[src/rtl/decode_queue_stage.sv]
// RV32 decode stage: decodes and reads operands for fetched instructions and buffers the
// decoded entries in an in-order valid/ready queue toward execute, with writeback snooping.
package decode_queue_pkg;
   typedef struct packed {
      logic [31:0] pc;
      logic [31:0] next_pc;
   } fetch_state_t;

   typedef struct packed {
      logic [31:0] pc;
      logic [31:0] next_pc;
      logic [31:0] imm;
      logic [3:0]  alu_op;
      logic [2:0]  funct3;
      logic        alu_src_imm;
      logic        alu_src_pc;
      logic        branch;
      logic        jump;
      logic        jalr;
      logic        mem_read;
      logic        mem_write;
      logic        rf_wr_en;
      logic [1:0]  wb_sel;      // 0 alu, 1 mem, 2 pc+4, 3 csr
      logic        csr_wr;
      logic        csr_mret;
      logic [11:0] csr_addr;
      logic [1:0]  csr_mode;
      logic [4:0]  csr_immed;
      logic        csr_immed_sel;
   } decode_state_t;

   typedef struct packed {
      logic [4:0]  rs1;
      logic [4:0]  rs2;
      logic [4:0]  rd;
      logic        rs1_used;
      logic        rs2_used;
      logic [31:0] rs1_data;
      logic [31:0] rs2_data;
   } reg_meta_t;
endpackage

module decode_queue_stage
   import decode_queue_pkg::*;
#(
   parameter int unsigned DEPTH         = 2,
   parameter bit          CHECK_ILLEGAL = 1'b1,
   parameter bit          SNOOP_WB      = 1'b1
) (
   input  logic                         clk_i,
   input  logic                         rst_ni,
   input  logic                         fetch_valid_i,
   output logic                         fetch_ready_o,
   input  fetch_state_t                 fetch_state_i,
   input  logic [31:0]                  inst_i,
   input  logic                         squash_i,
   output logic [4:0]                   rf_port1_reg_o,
   output logic [4:0]                   rf_port2_reg_o,
   input  logic [31:0]                  rf_rs1_i,
   input  logic [31:0]                  rf_rs2_i,
   input  logic                         wb_valid_i,
   input  logic [4:0]                   wb_rd_i,
   input  logic [31:0]                  wb_data_i,
   output logic                         ex_valid_o,
   input  logic                         ex_ready_i,
   output decode_state_t                decode_state_o,
   output reg_meta_t                    reg_meta_o,
   output logic                         illegal_o,
   output logic [$clog2(DEPTH+1)-1:0]   count_o
);
   localparam int unsigned PtrW = (DEPTH > 1) ? $clog2(DEPTH) : 1;
   localparam int unsigned CntW = $clog2(DEPTH + 1);

   localparam logic [4:0] OpLoad    = 5'b00000;
   localparam logic [4:0] OpMiscMem = 5'b00011;
   localparam logic [4:0] OpOpImm   = 5'b00100;
   localparam logic [4:0] OpAuipc   = 5'b00101;
   localparam logic [4:0] OpStore   = 5'b01000;
   localparam logic [4:0] OpOp      = 5'b01100;
   localparam logic [4:0] OpLui     = 5'b01101;
   localparam logic [4:0] OpBranch  = 5'b11000;
   localparam logic [4:0] OpJalr    = 5'b11001;
   localparam logic [4:0] OpJal     = 5'b11011;
   localparam logic [4:0] OpSystem  = 5'b11100;

   decode_state_t dec_ds;
   reg_meta_t     dec_meta;
   logic          dec_ill;
   logic          known;
   logic [2:0]    funct3;
   logic [31:0]   imm_i, imm_s, imm_b, imm_u, imm_j;
   logic          snoop_en, enq, deq;

   logic [PtrW-1:0] wr_q, wr_d, rd_q, rd_d;
   logic [CntW-1:0] cnt_q, cnt_d;

   decode_state_t ds_mem   [DEPTH];
   reg_meta_t     meta_mem [DEPTH];
   logic          ill_mem  [DEPTH];

   assign funct3 = inst_i[14:12];
   assign imm_i  = {{20{inst_i[31]}}, inst_i[31:20]};
   assign imm_s  = {{20{inst_i[31]}}, inst_i[31:25], inst_i[11:7]};
   assign imm_b  = {{19{inst_i[31]}}, inst_i[31], inst_i[7], inst_i[30:25], inst_i[11:8], 1'b0};
   assign imm_u  = {inst_i[31:12], 12'h000};
   assign imm_j  = {{11{inst_i[31]}}, inst_i[31], inst_i[19:12], inst_i[20], inst_i[30:21], 1'b0};

   assign rf_port1_reg_o = inst_i[19:15];
   assign rf_port2_reg_o = inst_i[24:20];
   assign snoop_en       = SNOOP_WB && wb_valid_i && (wb_rd_i != 5'd0);

   always_comb begin
      dec_ds   = '0;
      dec_meta = '0;
      known    = 1'b1;
      dec_ds.pc            = fetch_state_i.pc;
      dec_ds.next_pc       = fetch_state_i.next_pc;
      dec_ds.funct3        = funct3;
      dec_ds.csr_addr      = inst_i[31:20];
      dec_ds.csr_mode      = inst_i[13:12];
      dec_ds.csr_immed     = inst_i[19:15];
      dec_ds.csr_immed_sel = inst_i[14];
      dec_meta.rs1         = inst_i[19:15];
      dec_meta.rs2         = inst_i[24:20];
      dec_meta.rd          = inst_i[11:7];
      case (inst_i[6:2])
         OpLui:   begin dec_ds.rf_wr_en = 1'b1; dec_ds.alu_src_imm = 1'b1; dec_ds.imm = imm_u; end
         OpAuipc: begin
            dec_ds.rf_wr_en   = 1'b1; dec_ds.alu_src_imm = 1'b1;
            dec_ds.alu_src_pc = 1'b1; dec_ds.imm         = imm_u;
         end
         OpJal:   begin
            dec_ds.rf_wr_en = 1'b1; dec_ds.jump = 1'b1; dec_ds.wb_sel = 2'd2; dec_ds.imm = imm_j;
         end
         OpJalr:  begin
            dec_ds.rf_wr_en = 1'b1; dec_ds.jump   = 1'b1; dec_ds.jalr = 1'b1;
            dec_ds.wb_sel   = 2'd2; dec_ds.imm    = imm_i; dec_meta.rs1_used = 1'b1;
         end
         OpBranch: begin
            dec_ds.branch = 1'b1; dec_ds.imm = imm_b;
            dec_meta.rs1_used = 1'b1; dec_meta.rs2_used = 1'b1;
         end
         OpLoad:  begin
            dec_ds.rf_wr_en = 1'b1; dec_ds.mem_read = 1'b1; dec_ds.alu_src_imm = 1'b1;
            dec_ds.wb_sel   = 2'd1; dec_ds.imm      = imm_i; dec_meta.rs1_used  = 1'b1;
         end
         OpStore: begin
            dec_ds.mem_write = 1'b1; dec_ds.alu_src_imm = 1'b1; dec_ds.imm = imm_s;
            dec_meta.rs1_used = 1'b1; dec_meta.rs2_used = 1'b1;
         end
         OpOpImm: begin
            dec_ds.rf_wr_en = 1'b1; dec_ds.alu_src_imm = 1'b1; dec_ds.imm = imm_i;
            dec_ds.alu_op   = {(funct3 == 3'b101) & inst_i[30], funct3};
            dec_meta.rs1_used = 1'b1;
         end
         OpOp:    begin
            dec_ds.rf_wr_en   = 1'b1; dec_ds.alu_op = {inst_i[30], funct3};
            dec_meta.rs1_used = 1'b1; dec_meta.rs2_used = 1'b1;
         end
         OpMiscMem: ;
         OpSystem: begin
            dec_ds.imm = imm_i;
            if (funct3 != 3'b000) begin
               dec_ds.rf_wr_en   = 1'b1; dec_ds.csr_wr = 1'b1; dec_ds.wb_sel = 2'd3;
               dec_meta.rs1_used = ~inst_i[14];
            end else begin
               dec_ds.csr_mret = (inst_i[31:20] == 12'h302);
            end
         end
         default: known = 1'b0;
      endcase
      dec_ill = CHECK_ILLEGAL && ((inst_i[1:0] != 2'b11) || !known);
      // Writes to x0 are dropped here so execute never has to special-case them.
      dec_ds.rf_wr_en  = dec_ds.rf_wr_en & (dec_meta.rd != 5'd0) & ~dec_ill;
      dec_ds.mem_read  = dec_ds.mem_read & ~dec_ill;
      dec_ds.mem_write = dec_ds.mem_write & ~dec_ill;
      dec_ds.csr_wr    = dec_ds.csr_wr & ~dec_ill;
      dec_ds.csr_mret  = dec_ds.csr_mret & ~dec_ill;
      dec_meta.rs1_data = (snoop_en && dec_meta.rs1_used && dec_meta.rs1 == wb_rd_i) ?
                          wb_data_i : rf_rs1_i;
      dec_meta.rs2_data = (snoop_en && dec_meta.rs2_used && dec_meta.rs2 == wb_rd_i) ?
                          wb_data_i : rf_rs2_i;
   end

   function automatic logic [PtrW-1:0] ptr_inc(input logic [PtrW-1:0] p);
      return (p == PtrW'(DEPTH - 1)) ? '0 : p + PtrW'(1);
   endfunction

   assign fetch_ready_o = (cnt_q != CntW'(DEPTH));
   assign ex_valid_o    = (cnt_q != '0);
   assign count_o       = cnt_q;
   assign enq           = fetch_valid_i & fetch_ready_o & ~squash_i;
   assign deq           = ex_valid_o & ex_ready_i;

   always_comb begin
      wr_d  = wr_q;
      rd_d  = rd_q;
      cnt_d = cnt_q;
      if (squash_i) begin
         wr_d  = '0;
         rd_d  = '0;
         cnt_d = '0;
      end else begin
         if (enq) wr_d = ptr_inc(wr_q);
         if (deq) rd_d = ptr_inc(rd_q);
         if (enq && !deq)      cnt_d = cnt_q + CntW'(1);
         else if (deq && !enq) cnt_d = cnt_q - CntW'(1);
      end
   end

   always_ff @(posedge clk_i or negedge rst_ni) begin
      if (!rst_ni) begin
         wr_q  <= '0;
         rd_q  <= '0;
         cnt_q <= '0;
      end else begin
         wr_q  <= wr_d;
         rd_q  <= rd_d;
         cnt_q <= cnt_d;
      end
   end

   // Snooping free slots is harmless: they are fully rewritten on enqueue.
   always_ff @(posedge clk_i) begin
      for (int i = 0; i < DEPTH; i++) begin
         if (enq && wr_q == PtrW'(i)) begin
            ds_mem[i]   <= dec_ds;
            meta_mem[i] <= dec_meta;
            ill_mem[i]  <= dec_ill;
         end else if (snoop_en) begin
            if (meta_mem[i].rs1_used && meta_mem[i].rs1 == wb_rd_i) meta_mem[i].rs1_data <= wb_data_i;
            if (meta_mem[i].rs2_used && meta_mem[i].rs2 == wb_rd_i) meta_mem[i].rs2_data <= wb_data_i;
         end
      end
   end

   assign decode_state_o = ex_valid_o ? ds_mem[rd_q]   : '0;
   assign reg_meta_o     = ex_valid_o ? meta_mem[rd_q] : '0;
   assign illegal_o      = ex_valid_o & ill_mem[rd_q];

endmodule

[config.mk]
export PLATFORM = sky130hd
export DESIGN_NAME = decode_queue_stage
export DESIGN_NICKNAME = d
export VERILOG_FILES = /design/src/rtl/decode_queue_stage.sv
export SDC_FILE = /design/constraint.sdc
export NUM_CORES = 1
export LEC_CHECK = 0
export CAP_MARGIN = 40
export CORE_ASPECT_RATIO = 1.25
export CORE_MARGIN = 4
export CORE_UTILIZATION = 45
export CTS_CLUSTER_SIZE = 28
export DETAILED_ROUTE_END_ITERATION = 6
export PLACE_DENSITY = 0.74
export SYNTH_ARGS = -nofsm -noshare
export SYNTH_HDL_FRONTEND = slang
export SYNTH_SLANG_ARGS = --single-unit
[constraint.sdc]
create_clock -name clk_i -period 4.6 [get_ports clk_i]
set_clock_uncertainty 0.15 [all_clocks]
set_input_delay 0.46 -clock clk_i [delete_from_list [all_inputs] [get_ports clk_i]]
set_output_delay 0.46 -clock clk_i [all_outputs]
set_load 0.02 [all_outputs]
# Word-level counts from Yosys, hierarchy flattened
# Memories as Yosys holds them, arrays and structs flattened.
# Cells that the tools add are included.
[word_totals] ff_bits=4 ramBits=434 output_inout_bits=231 word_cells=145 n_memories=3
[classes] addsub=4 eq_ne=20 mux=61 bitwise=19 n_reduce_logical=35
[memory_table] name="ds_mem" words=2 word_bits=135 read_ports=1 rd_ports_with_merged_regs=0 wr=1 line_no="97" source="decode_state_t ds_mem [DEPTH];"
[memory_table] name="meta_mem" words=2 word_bits=81 read_ports=3 rd_ports_with_merged_regs=0 wr=2 line_no="98" source="reg_meta_t meta_mem [DEPTH];"
[memory_table] name="ill_mem" words=2 word_bits=1 read_ports=1 rd_ports_with_merged_regs=0 wr=1 line_no="99" source="logic ill_mem [DEPTH];"
[op_table] operator="$mux 135" n=2
[op_table] operator="$mux 32" n=6
[op_table] operator="$pmux 32 s5" n=1
[op_table] operator="$reduce_or 135->1" n=1
[op_table] operator="$mux 81" n=1
[op_table] operator="$mux 1" n=42
[op_table] operator="$eq 5x5->1" n=6
[op_table] operator="$eq 5x5->1 const B" n=4
[op_table] operator="$eq 5x4->1 const B" n=3
[op_table] operator="$logic_and 1x1->1" n=13
[op_table] operator="$eq 12x10->1 const B" n=1
[op_table] operator="$and 1x1->1" n=11
[op_table] operator="$reduce_or 11->1" n=1
[op_table] operator="$eq 5x3->1 const B" n=2
[op_table] operator="$reduce_bool 5->1" n=2
[op_table] operator="$mux 2" n=4
[op_table] operator="$pmux 4 s2" n=1
[op_table] operator="$reduce_or 7->1" n=1
[op_table] operator="$pmux 2 s3" n=1
[op_table] operator="$reduce_bool 2->1" n=3
[op_table] operator="$reduce_bool 3->1" n=2
[op_table] operator="$reduce_or 6->1" n=1
[op_table] operator="$eq 5x2->1 const B" n=1
[op_table] operator="$logic_not 5->1" n=1
[op_table] operator="16 further kinds" n=28

# Depth between registers and ports, before layout
# Gate-level depths: netlist of the first run.
[logic_depth] word_depth=8 ltp_mapped=7 mapped_depth_nobuf=6

# Worst setup path after synthesis of the first run
# OpenSTA, ideal clock, no wires.
[synth_timing] path_kind="register to register" from="register cnt_q[0] (netlist: count_o[0])" to="memory meta_mem[1][0] in the netlist's numbering, enable pin" setup_time_ps=375 t_arrival_ps=4707 required_time_ps=4075 path_slack_ps=-632 path_stages_with_launch=5 synth_period_minus_slack_ps=5232 path_cell_list="dfrtp_1 nand2b_1 nand4b_1 inv_1 or2_2"
[synth_rtl] item="from (decl)" line_no="95" source="logic [CntW-1:0] cnt_q, cnt_d;"
[synth_rtl] item="from (signal assigned)" line_no="219" source="cnt_q <= cnt_d;"
[synth_rtl] item="to (decl)" line_no="98"

==> results of run 1 <==
==> logic make-up (layout without fill, tap and decap cells) <==
kind of cell,Yosys count,count (layout),share of synthesized area (%)
AO/OA/AOI/OAI,112,112,5.252
AND/OR/NAND/NOR,315,315,7.372
XOR/XNOR,33,33,1.570
buffers and inverters,107,535,2.996
flip-flops,412,412,67.08
multiplexers,270,270,15.73
other,0,4,0
==> flip-flops by register name, indices dropped and copies added, names as in the netlist <==
name	flops
ds_mem	255
ill_mem	2
count_o	2
meta_mem	151
rd_q	1
wr_q	1
==> metrics by stage <==
step | utilization (%) | instances | hold slack, ps | power [mW]
after global routing | 60.90 | 2225 | 331.4 | 9.395
after detailed placement | 57.66 | 2152 | 411.4 | 5.919
final | 60.92 | 2227 | 342.3 | 9.083
after CTS | 60.89 | 2223 | 315.0 | 9.158
after global placement | 57.57 | 2149 | 391.6 | 5.892
after floorplan | - | 1249 | 14.41 | 5.186
==> report_power, final <==
part	internal, mW	switching [mW]	total [mW]
registers	4.30	0.0527	4.35
clock network	1.89	1.37	3.25
logic	0.680	0.800	1.48
total	6.86	2.22	9.08
==> cell usage in the layout, fill, tap and decap left out, drive strengths merged, types with 5 or more instances in the layout <==
cell type and n:
and2 7, nand4 5, buf 25, mux2 65, xnor2 22, mux2i 205
o21ai 8, a21oi 6, clkbuf 50, edfxtp 408, nor2 226, and3 6
clkdlybuf4s50 433, nand2 27, xor2 11, nor3 8, a22o 69, clkinv 15
a21o 14, nand3 6, nand2b 7, inv 7
==> per-layer routing <==
layer,vias to the layer above,wire (microns),GRT usage (%)
met2,475,24700,36.88
met4,2,1590,7.449
li1,5465,-,-
met3,100,3236,4.288
met1,5908,18930,25.84
met5,-,7,0
==> critical path: stages, from the launching register on <==
cell	delay (ps)
sky130_fd_sc_hd__dfrtp_4	860
sky130_fd_sc_hd__buf_12	380
sky130_fd_sc_hd__mux2i_1	130
sky130_fd_sc_hd__nor2_1	250
sky130_fd_sc_hd__clkdlybuf4s50_1	680
==> synthesized netlist by cell type, types with 2 or more instances <==
cell type                  count  area [sq um]
sky130_fd_sc_hd__edfxtp_1    408         12250
sky130_fd_sc_hd__nor2_1      225         844.6
sky130_fd_sc_hd__mux2i_1     205          2052
sky130_fd_sc_hd__a22o_1       69         604.3
sky130_fd_sc_hd__clkbuf_1     39         146.4
sky130_fd_sc_hd__mux2_4       30         450.4
sky130_fd_sc_hd__buf_4        27         202.7
sky130_fd_sc_hd__nand2_1      27         101.4
sky130_fd_sc_hd__xnor2_1      22         192.7
sky130_fd_sc_hd__mux2_1       19         214.0
sky130_fd_sc_hd__buf_1        16         60.06
sky130_fd_sc_hd__mux2_2       16         180.2
sky130_fd_sc_hd__buf_2        15         75.07
sky130_fd_sc_hd__a21o_1       14         105.1
sky130_fd_sc_hd__xor2_1       11         96.34
sky130_fd_sc_hd__nor3_1        8         40.04
sky130_fd_sc_hd__and2_1        7         43.79
sky130_fd_sc_hd__nand2b_1      7         43.79
sky130_fd_sc_hd__o21ai_0       7         35.03
sky130_fd_sc_hd__and3_1        6         37.54
sky130_fd_sc_hd__nand3_1       6         30.03
sky130_fd_sc_hd__a21oi_1       5         25.02
sky130_fd_sc_hd__inv_1         5         18.77
sky130_fd_sc_hd__nand4_1       5         31.28
sky130_fd_sc_hd__buf_6         4         45.04
sky130_fd_sc_hd__dfrtp_1       4         100.1
sky130_fd_sc_hd__nor2b_1       4         25.02
sky130_fd_sc_hd__or2_2         4         25.02
sky130_fd_sc_hd__nor4_1        3         18.77
sky130_fd_sc_hd__a31oi_1       2         12.51
sky130_fd_sc_hd__nand3b_1      2         15.01
sky130_fd_sc_hd__nor4b_1       2         17.52
sky130_fd_sc_hd__o21a_1        2         15.01
sky130_fd_sc_hd__or4_1         2         15.01
==> layout make-up <==
class	instances	area [sq um]	share of cell area (%)
diodes	4	10.01	0.04075
clock buffers	50	1112	4.529
clock inverters	20	181.4	0.7386
inverters	6	26.28	0.1070
multi-input cells	730	5547	22.58
flip-flops and latches	412	12360	50.30
well taps	546	683.2	2.781
repair buffers	459	4647	18.92
==> path summary, 6_finish.rpt <==
kind,end,slack [ps],cells after the start
worst max register to register,ds_mem[1][88],1670,4
worst max-delay path,decode_state_o[41],1050,4
max in group asynchronous,rd_q,3520,2
worst min register to register,wr_q,430,2
min in group asynchronous,wr_q,560,2
worst min-delay path,ds_mem[0][94],340,1
==> flow_summary.html, run 1 <==
<table>
<tr><th>Metric</th><th>Value</th></tr>
<tr><th colspan="2">Status</th></tr>
<tr><td>Outcome</td><td>complete, no violations</td></tr>
<tr><th colspan="2">Clock network</th></tr>
<tr><td>Number of gates resized after cts</td><td>0</td></tr>
<tr><td>Source-to-sink clock delay at the later pin of the worst-skew pair</td><td>roughly 540 ps</td></tr>
<tr><td>Deepest clock path buffer count</td><td>3</td></tr>
<tr><td>Clock-pin slew on the worst setup and hold paths</td><td>~60 ps</td></tr>
<tr><td>Clock root buffer master</td><td>sky130_fd_sc_hd__clkbuf_16</td></tr>
<tr><td>TritonCTS Buffers</td><td>42</td></tr>
<tr><td>Hold-fix buffers, CTS</td><td>1</td></tr>
<tr><td>CTS tree</td><td>done</td></tr>
<tr><td>Number of sinks on the clock net</td><td>slightly above 400</td></tr>
<tr><td>Level count of the clock H-tree</td><td>2</td></tr>
<tr><td>Post-CTS repair timing setup buffer count</td><td>0</td></tr>
<tr><th colspan="2">Global routing</th></tr>
<tr><td>Wire length of the first global-routing pass</td><td>~70 mm</td></tr>
<tr><td>Via count of the first global-routing pass</td><td>about 12000</td></tr>
<tr><td>GR Util All Layers</td><td>about a fifth</td></tr>
<tr><td>Aggregate global routing overflow</td><td>0</td></tr>
<tr><td>Maximum number of pins on one net before global-route repair</td><td>~140</td></tr>
<tr><td>Number of antenna violations at the first check in global routing</td><td>4</td></tr>
<tr><th colspan="2">Detailed routing</th></tr>
<tr><td>Vias</td><td>roughly 12000</td></tr>
<tr><td>Via count normalized by instance count</td><td>around 5.4</td></tr>
<tr><td>DRT iter0 DRCs</td><td>about 800</td></tr>
<tr><td>DRC violation count after routing</td><td>0</td></tr>
<tr><td>Average detailed-routed wire length per instance</td><td>approximately 22 microns</td></tr>
<tr><td>Total wire length</td><td>about 48 mm</td></tr>
<tr><td>Remaining antenna violation count</td><td>0</td></tr>
<tr><td>Iteration count of the initial detailed-routing pass</td><td>5</td></tr>
<tr><th colspan="2">Worst setup path</th></tr>
<tr><td>Arrival time of the worst setup path</td><td>approximately 2900 ps</td></tr>
<tr><td>CP max FO</td><td>47</td></tr>
<tr><td>Crit. Startpoint</td><td>rd_q</td></tr>
<tr><td>Crit. End Element</td><td>output pin</td></tr>
<tr><td>Worst r2r src</td><td>count_o[0]</td></tr>
<tr><td>Data required time at the worst endpoint</td><td>approximately 4000 ps</td></tr>
<tr><td>Worst setup path class</td><td>reg2out</td></tr>
<tr><td>Crit start category</td><td>register</td></tr>
<tr><th colspan="2">Logic synthesis</th></tr>
<tr><td>Synthesized cell area</td><td>between 15000 and 20000 sq um</td></tr>
<tr><td>Sequential cell area fraction in the yosys report</td><td>approximately two thirds</td></tr>
<tr><td>Synth async-reset ratio</td><td>less than 1%</td></tr>
<tr><td>EDFF count, synth</td><td>slightly above 400</td></tr>
<tr><td>Synth unique cells</td><td>55</td></tr>
<tr><td>Mapped Nets</td><td>between 1000 and 1500</td></tr>
<tr><td>Cell count after synthesis</td><td>1249</td></tr>
<tr><td>Predominant post-synthesis flop cell</td><td>sky130_fd_sc_hd__edfxtp_1</td></tr>
<tr><td>Number of register bits inferred by synthesis</td><td>between 400 and 500</td></tr>
<tr><td>Mean area per synthesized cell</td><td>14.74 sq um</td></tr>
<tr><td>Warnings from Yosys</td><td>0</td></tr>
<tr><th colspan="2">Power</th></tr>
<tr><td>Power density over the cells</td><td>approximately 370 nW/um^2</td></tr>
<tr><td>Peak supply drop</td><td>about 0.23 mV</td></tr>
<tr><td>Leakage power</td><td>about 8.5 nW</td></tr>
<tr><th colspan="2">STA</th></tr>
<tr><td>Final Slew Violations</td><td>0</td></tr>
<tr><td>RSZ-0062 raised after global routing</td><td>no</td></tr>
<tr><td>Slew @ Worst Pin</td><td>between 900 and 1000 ps</td></tr>
<tr><td>Worst Slack Setup Final</td><td>approximately 1000 ps</td></tr>
<tr><td>Worst slew margin relative to its limit</td><td>about two fifths</td></tr>
<tr><td>Finish-stage setup viols</td><td>0</td></tr>
<tr><td>Post-route setup TNS</td><td>0 ps</td></tr>
<tr><td>Hold Vio Cnt, Final</td><td>0</td></tr>
<tr><td>Max Clk Rate</td><td>281.6 MHz</td></tr>
<tr><td>Final worst-path cycle share</td><td>just under 80%</td></tr>
<tr><td>Final critical path time including I/O delays and setup</td><td>about 3600 ps</td></tr>
<tr><th colspan="2">Cells and area</th></tr>
<tr><td>Post-route standard cell area excluding fillers</td><td>~25000 sq um</td></tr>
<tr><td>Final net count</td><td>between 1500 and 2000</td></tr>
<tr><td>Total of fill cells in the finished design</td><td>between 3000 and 4000</td></tr>
<tr><td>Growth of design area from synthesis to finish</td><td>33.39%</td></tr>
<tr><td>Ratio of cells with drive above 1 in the final layout</td><td>8.766%</td></tr>
<tr><th colspan="2">Floorplan</th></tr>
<tr><td>Count of pins on the block boundary</td><td>~430</td></tr>
<tr><td>Die area</td><td>approximately 44000 sq um</td></tr>
<tr><td>Area of the core region</td><td>around 40000 sq um</td></tr>
<tr><td>Placement row count</td><td>82</td></tr>
<tr><td>Die X-Extent</td><td>approximately 190 microns</td></tr>
<tr><td>Initial Util</td><td>45.67%</td></tr>
<tr><td>Die height</td><td>between 200 and 250 microns</td></tr>
<tr><th colspan="2">Place</th></tr>
<tr><td>Pre-CTS setup slack</td><td>809.3 ps</td></tr>
<tr><td>Cell Area, Placed</td><td>approximately 23000 sq um</td></tr>
<tr><td>HPWL after detailed placement</td><td>32.93 mm</td></tr>
<tr><td>Global placer's final weighted congestion</td><td>between 0.8 and 0.9</td></tr>
<tr><td>Port Buf Inserts</td><td>433</td></tr>
<tr><th colspan="2">Flow run</th></tr>
<tr><td>Max_cap viols</td><td>0</td></tr>
<tr><th colspan="2">Min path</th></tr>
<tr><td>Hold Path Origin</td><td>fetch_state_i[23]</td></tr>
<tr><td>Hold Path Class</td><td>in2reg</td></tr>
</table>
No activity file was read; power rests on OpenSTA's default activity.
==> inputs of run 2 (changes only) <==
Settings changed: PLACE_DENSITY 0.74 to 0.71.
Clock period 4.6 ns to 3.6 ns, I/O delays scaled along.
==> run 2 against run 1 <==
  * Non-clock buffer count rose by 15
  * Routed wire length rose by 1.0%
  * Sequential power increased by 28%
  * First-iteration DRC count is 4.2% lower
  * Critical path depth did not move
  * Setup slack got worse by 660 ps
  * Critical path type unchanged
  * Final area is 1.1% higher
  * Highest routed layer unchanged
==> flow_summary.html, run 2 (synthesized netlist as in run 1, its figures left out) <==
<table>
<tr><th>Metric</th><th>Value</th></tr>
<tr><th colspan="2">Status</th></tr>
<tr><td>Outcome</td><td>complete, no violations</td></tr>
<tr><th colspan="2">Worst setup path</th></tr>
<tr><td>Crit. Startpoint</td><td>rd_q</td></tr>
<tr><td>Crit. End Element</td><td>output pin</td></tr>
<tr><td>Arrival time of the worst setup path</td><td>2700 ps (-240 ps)</td></tr>
<tr><td>Worst r2r src</td><td>count_o[0]</td></tr>
<tr><td>Depth of the most critical reg-to-reg path</td><td>8 (+4)</td></tr>
<tr><td>Cells along the critical path</td><td>buf_4 -&gt; mux2i_1 -&gt; nor2_1 -&gt; clkdlybuf4s50_1</td></tr>
<tr><td>Largest stage delay on the critical path</td><td>690 ps (-170 ps)</td></tr>
<tr><td>Total buffers and inverters traversed by the critical path</td><td>2 (unchanged)</td></tr>
<tr><td>Crit start category</td><td>register</td></tr>
<tr><td>Count of cell instances traversed by the critical path</td><td>4 (unchanged)</td></tr>
<tr><td>Data required time at the worst endpoint</td><td>3090 ps (-900 ps)</td></tr>
<tr><td>Critical Path Slowest Stage Cell</td><td>sky130_fd_sc_hd__dfrtp_4</td></tr>
<tr><td>CP max FO</td><td>25 (-47%)</td></tr>
<tr><td>Top Family by Delay on Critical Path</td><td>buffers and inverters</td></tr>
<tr><td>Worst setup path class</td><td>reg2out</td></tr>
<tr><th colspan="2">Power</th></tr>
<tr><td>Power density over the cells</td><td>479.6 nW/um^2 (+30%)</td></tr>
<tr><td>Peak supply drop</td><td>0.3358 mV (+48%)</td></tr>
<tr><td>Cell-internal power</td><td>9.030 mW (+32%)</td></tr>
<tr><td>Seq pwr share</td><td>46.6% (-1.3 points)</td></tr>
<tr><td>Combinational share of power</td><td>16.1% (-0.2 points)</td></tr>
<tr><td>Switching power</td><td>2.882 mW (+30%)</td></tr>
<tr><td>Clk network pwr share</td><td>37.3% (+1.5 points)</td></tr>
<tr><td>Leakage power</td><td>8.643 nW (+1.6%)</td></tr>
<tr><td>Switching share of power</td><td>24.19% (-0.24 points)</td></tr>
<tr><th colspan="2">Global routing</th></tr>
<tr><td>Via count of the first global-routing pass</td><td>12360 (+0.089%)</td></tr>
<tr><td>Wire length of the first global-routing pass</td><td>72.66 mm (+0.84%)</td></tr>
<tr><td>Maximum number of pins on one net before global-route repair</td><td>136 (-3.5%)</td></tr>
<tr><td>GR Util All Layers</td><td>21.27% (+0.29 points)</td></tr>
<tr><td>Aggregate global routing overflow</td><td>0 (unchanged)</td></tr>
<tr><td>Number of antenna violations at the first check in global routing</td><td>3 (-1)</td></tr>
<tr><th colspan="2">Place</th></tr>
<tr><td>Global placer's final weighted congestion</td><td>0.8292 (+1.1%)</td></tr>
<tr><td>Port Buf Inserts</td><td>433 (unchanged)</td></tr>
<tr><td>HPWL after detailed placement</td><td>33.77 mm (+2.5%)</td></tr>
<tr><th colspan="2">STA</th></tr>
<tr><td>Final Slew Violations</td><td>0 (unchanged)</td></tr>
<tr><td>Slew @ Worst Pin</td><td>898.6 ps (-5.554 ps)</td></tr>
<tr><td>Final worst-path cycle share</td><td>between 80% and 90%</td></tr>
<tr><td>Post-route setup TNS</td><td>0 ps (unchanged)</td></tr>
<tr><td>RSZ-0062 raised after global routing</td><td>no</td></tr>
<tr><td>Finish-stage setup viols</td><td>0 (unchanged)</td></tr>
<tr><td>Final critical path time including I/O delays and setup</td><td>3212 ps</td></tr>
<tr><td>Hold Vio Cnt, Final</td><td>0 (unchanged)</td></tr>
<tr><td>Max Clk Rate</td><td>311.3 MHz</td></tr>
<tr><td>Worst slew margin relative to its limit</td><td>40.03% (+0.31 points)</td></tr>
<tr><th colspan="2">Floorplan</th></tr>
<tr><td>Die X-Extent</td><td>188.9 microns (unchanged)</td></tr>
<tr><td>Initial Util</td><td>45.67% (unchanged)</td></tr>
<tr><td>Die area</td><td>44240 sq um (unchanged)</td></tr>
<tr><td>Die height</td><td>234.2 microns (unchanged)</td></tr>
<tr><td>Placement row count</td><td>82 (unchanged)</td></tr>
<tr><td>Count of pins on the block boundary</td><td>434 (unchanged)</td></tr>
<tr><td>Area of the core region</td><td>40320 sq um (unchanged)</td></tr>
<tr><th colspan="2">Clock network</th></tr>
<tr><td>Hold-fix buffers, CTS</td><td>1 (unchanged)</td></tr>
<tr><td>Level count of the clock H-tree</td><td>2 (unchanged)</td></tr>
<tr><td>Number of gates resized after cts</td><td>0 (unchanged)</td></tr>
<tr><td>Clock-pin slew on the worst setup and hold paths</td><td>60 ps (about the same)</td></tr>
<tr><td>Clock root buffer master</td><td>sky130_fd_sc_hd__clkbuf_16</td></tr>
<tr><td>Source-to-sink clock delay at the later pin of the worst-skew pair</td><td>550 ps (about the same)</td></tr>
<tr><td>TritonCTS Buffers</td><td>42 (unchanged)</td></tr>
<tr><td>CTS tree</td><td>done</td></tr>
<tr><td>Deepest clock path buffer count</td><td>3 (unchanged)</td></tr>
<tr><td>Post-CTS repair timing setup buffer count</td><td>0 (unchanged)</td></tr>
<tr><td>Number of sinks on the clock net</td><td>412 (unchanged)</td></tr>
<tr><th colspan="2">Detailed routing</th></tr>
<tr><td>Iteration count of the initial detailed-routing pass</td><td>5 (unchanged)</td></tr>
<tr><td>DRT iter0 DRCs</td><td>784 (-4.2%)</td></tr>
<tr><td>DRC violation count after routing</td><td>0 (unchanged)</td></tr>
<tr><td>Total wire length</td><td>48.98 mm (+1.0%)</td></tr>
<tr><td>Average detailed-routed wire length per instance</td><td>21.81 microns (+0.19%)</td></tr>
<tr><td>Vias</td><td>11960 (+0.067%)</td></tr>
<tr><td>Remaining antenna violation count</td><td>0 (unchanged)</td></tr>
<tr><td>Via count normalized by instance count</td><td>5.324 (-0.78%)</td></tr>
<tr><th colspan="2">Cells and area</th></tr>
<tr><td>Ratio of cells with drive above 1 in the final layout</td><td>10.02% (+1.3 points)</td></tr>
<tr><td>Most common cell after layout, fill and taps aside</td><td>sky130_fd_sc_hd__clkdlybuf4s50_1</td></tr>
<tr><td>Max reg flops</td><td>255 (unchanged)</td></tr>
<tr><td>Registers with the most flip-flops</td><td>ds_mem (255), meta_mem (151)</td></tr>
<tr><td>Highest-count cells in the layout ignoring fill and taps</td><td>433 x sky130_fd_sc_hd__clkdlybuf4s50_1, 408 x sky130_fd_sc_hd__edfxtp_1, 223 x sky130_fd_sc_hd__nor2_1, 205 x sky130_fd_sc_hd__mux2i_1, 69 x sky130_fd_sc_hd__a22o_1</td></tr>
<tr><td>Reg with most FFs</td><td>ds_mem</td></tr>
<tr><td>Growth of design area from synthesis to finish</td><td>34.88%</td></tr>
<tr><td>Final standard cell utilization of the core</td><td>61.60% (+0.68 points)</td></tr>
<tr><td>Final net count</td><td>1869 (+0.81%)</td></tr>
<tr><th colspan="2">Min path</th></tr>
<tr><td>Hold Path Class</td><td>in2reg</td></tr>
<tr><td>Hold Path Origin</td><td>fetch_state_i[0]</td></tr>
<tr><td>Depth of the worst hold-timing path</td><td>1 (unchanged)</td></tr>
<tr><th colspan="2">Flow run</th></tr>
<tr><td>Max_cap viols</td><td>0 (unchanged)</td></tr>
</table>
run 2: changes by cell type in the layout (fill, tap and decap cells not counted), sizes merged:
cell	change
clkinv	-1
bufinv	+4
diode	-1
clkinvlp	+2
buf	+15
run 2: layout make-up:
| type | count | area (sq um) |
|---|---|---|
| Clock inverter | 25 | 317.8 |
| Multi-Input combinational cell | 730 | 5554 |
| Clock buffer | 50 | 1081 |
| Antenna cell | 3 | 7.507 |
| Fill cell | 3039 | 15480 |
| Inverter | 6 | 26.28 |
| Sequential cell | 412 | 12360 |
| Tap cell | 546 | 683.2 |
| Timing Repair Buffer | 474 | 4810 |
run 2: per-layer routing:
| layer | wire (microns) | global-route usage, % | part of all wire (%) |
|---|---|---|---|
| met5 | 13 | 0 | 0.027 |
| met3 | 3211 | 3.990 | 6.6 |
| met4 | 1366 | 6.765 | 2.8 |
| met1 | 18870 | 26.01 | 39 |
| met2 | 25520 | 38.28 | 52 |
run 2: power groups by stage:
| stage | logic, mW | registers (mW) | clock network [mW] |
|---|---|---|---|
| 5_1_grt | 2.04 | 5.56 | 4.74 |
| 6_report | 1.92 | 5.55 | 4.44 |
| 3_5_place_dp | 1.93 | 5.65 | 0 |
| 3_3_place_gp | 1.91 | 5.64 | 0 |
| 4_1_cts | 1.95 | 5.55 | 4.53 |
| 2_1_floorplan | 0.989 | 5.64 | 0 |
run 2: worst paths after layout:
kind / end / slack [ps]
max: decode_state_o[70] / 390
max reg2reg: meta_mem[1][42] / 1170
max in group asynchronous: rd_q / 2590
min: ds_mem[0][71] / 240
min in group asynchronous: count_o[0] / 500
min reg2reg: wr_q / 420
run 2: worst register-to-register path, stage by stage (launching register included):
cell                         delay, ps
sky130_fd_sc_hd__dfrtp_2           450
sky130_fd_sc_hd__nand2b_4          180
sky130_fd_sc_hd__nand4b_1          100
sky130_fd_sc_hd__buf_4             210
sky130_fd_sc_hd__clkinvlp_4        130
sky130_fd_sc_hd__buf_12            220
sky130_fd_sc_hd__a41o_1            220
sky130_fd_sc_hd__buf_4             250
sky130_fd_sc_hd__a22o_1            260
run 2: per-stage QoR:
stage	worst slack (ps)	std cells	hold slack (ps)	area, sq um	total power, mW
6_report	388.0	2246	242.5	24840	11.91
2_1_floorplan	-693.6	1249	-85.59	18450	6.628
3_3_place_gp	307.9	2165	388.3	23370	7.550
5_1_grt	262.1	2244	221.5	24830	12.34
4_1_cts	285.7	2243	213.4	24830	12.02
3_5_place_dp	212.7	2167	415.8	23420	7.587
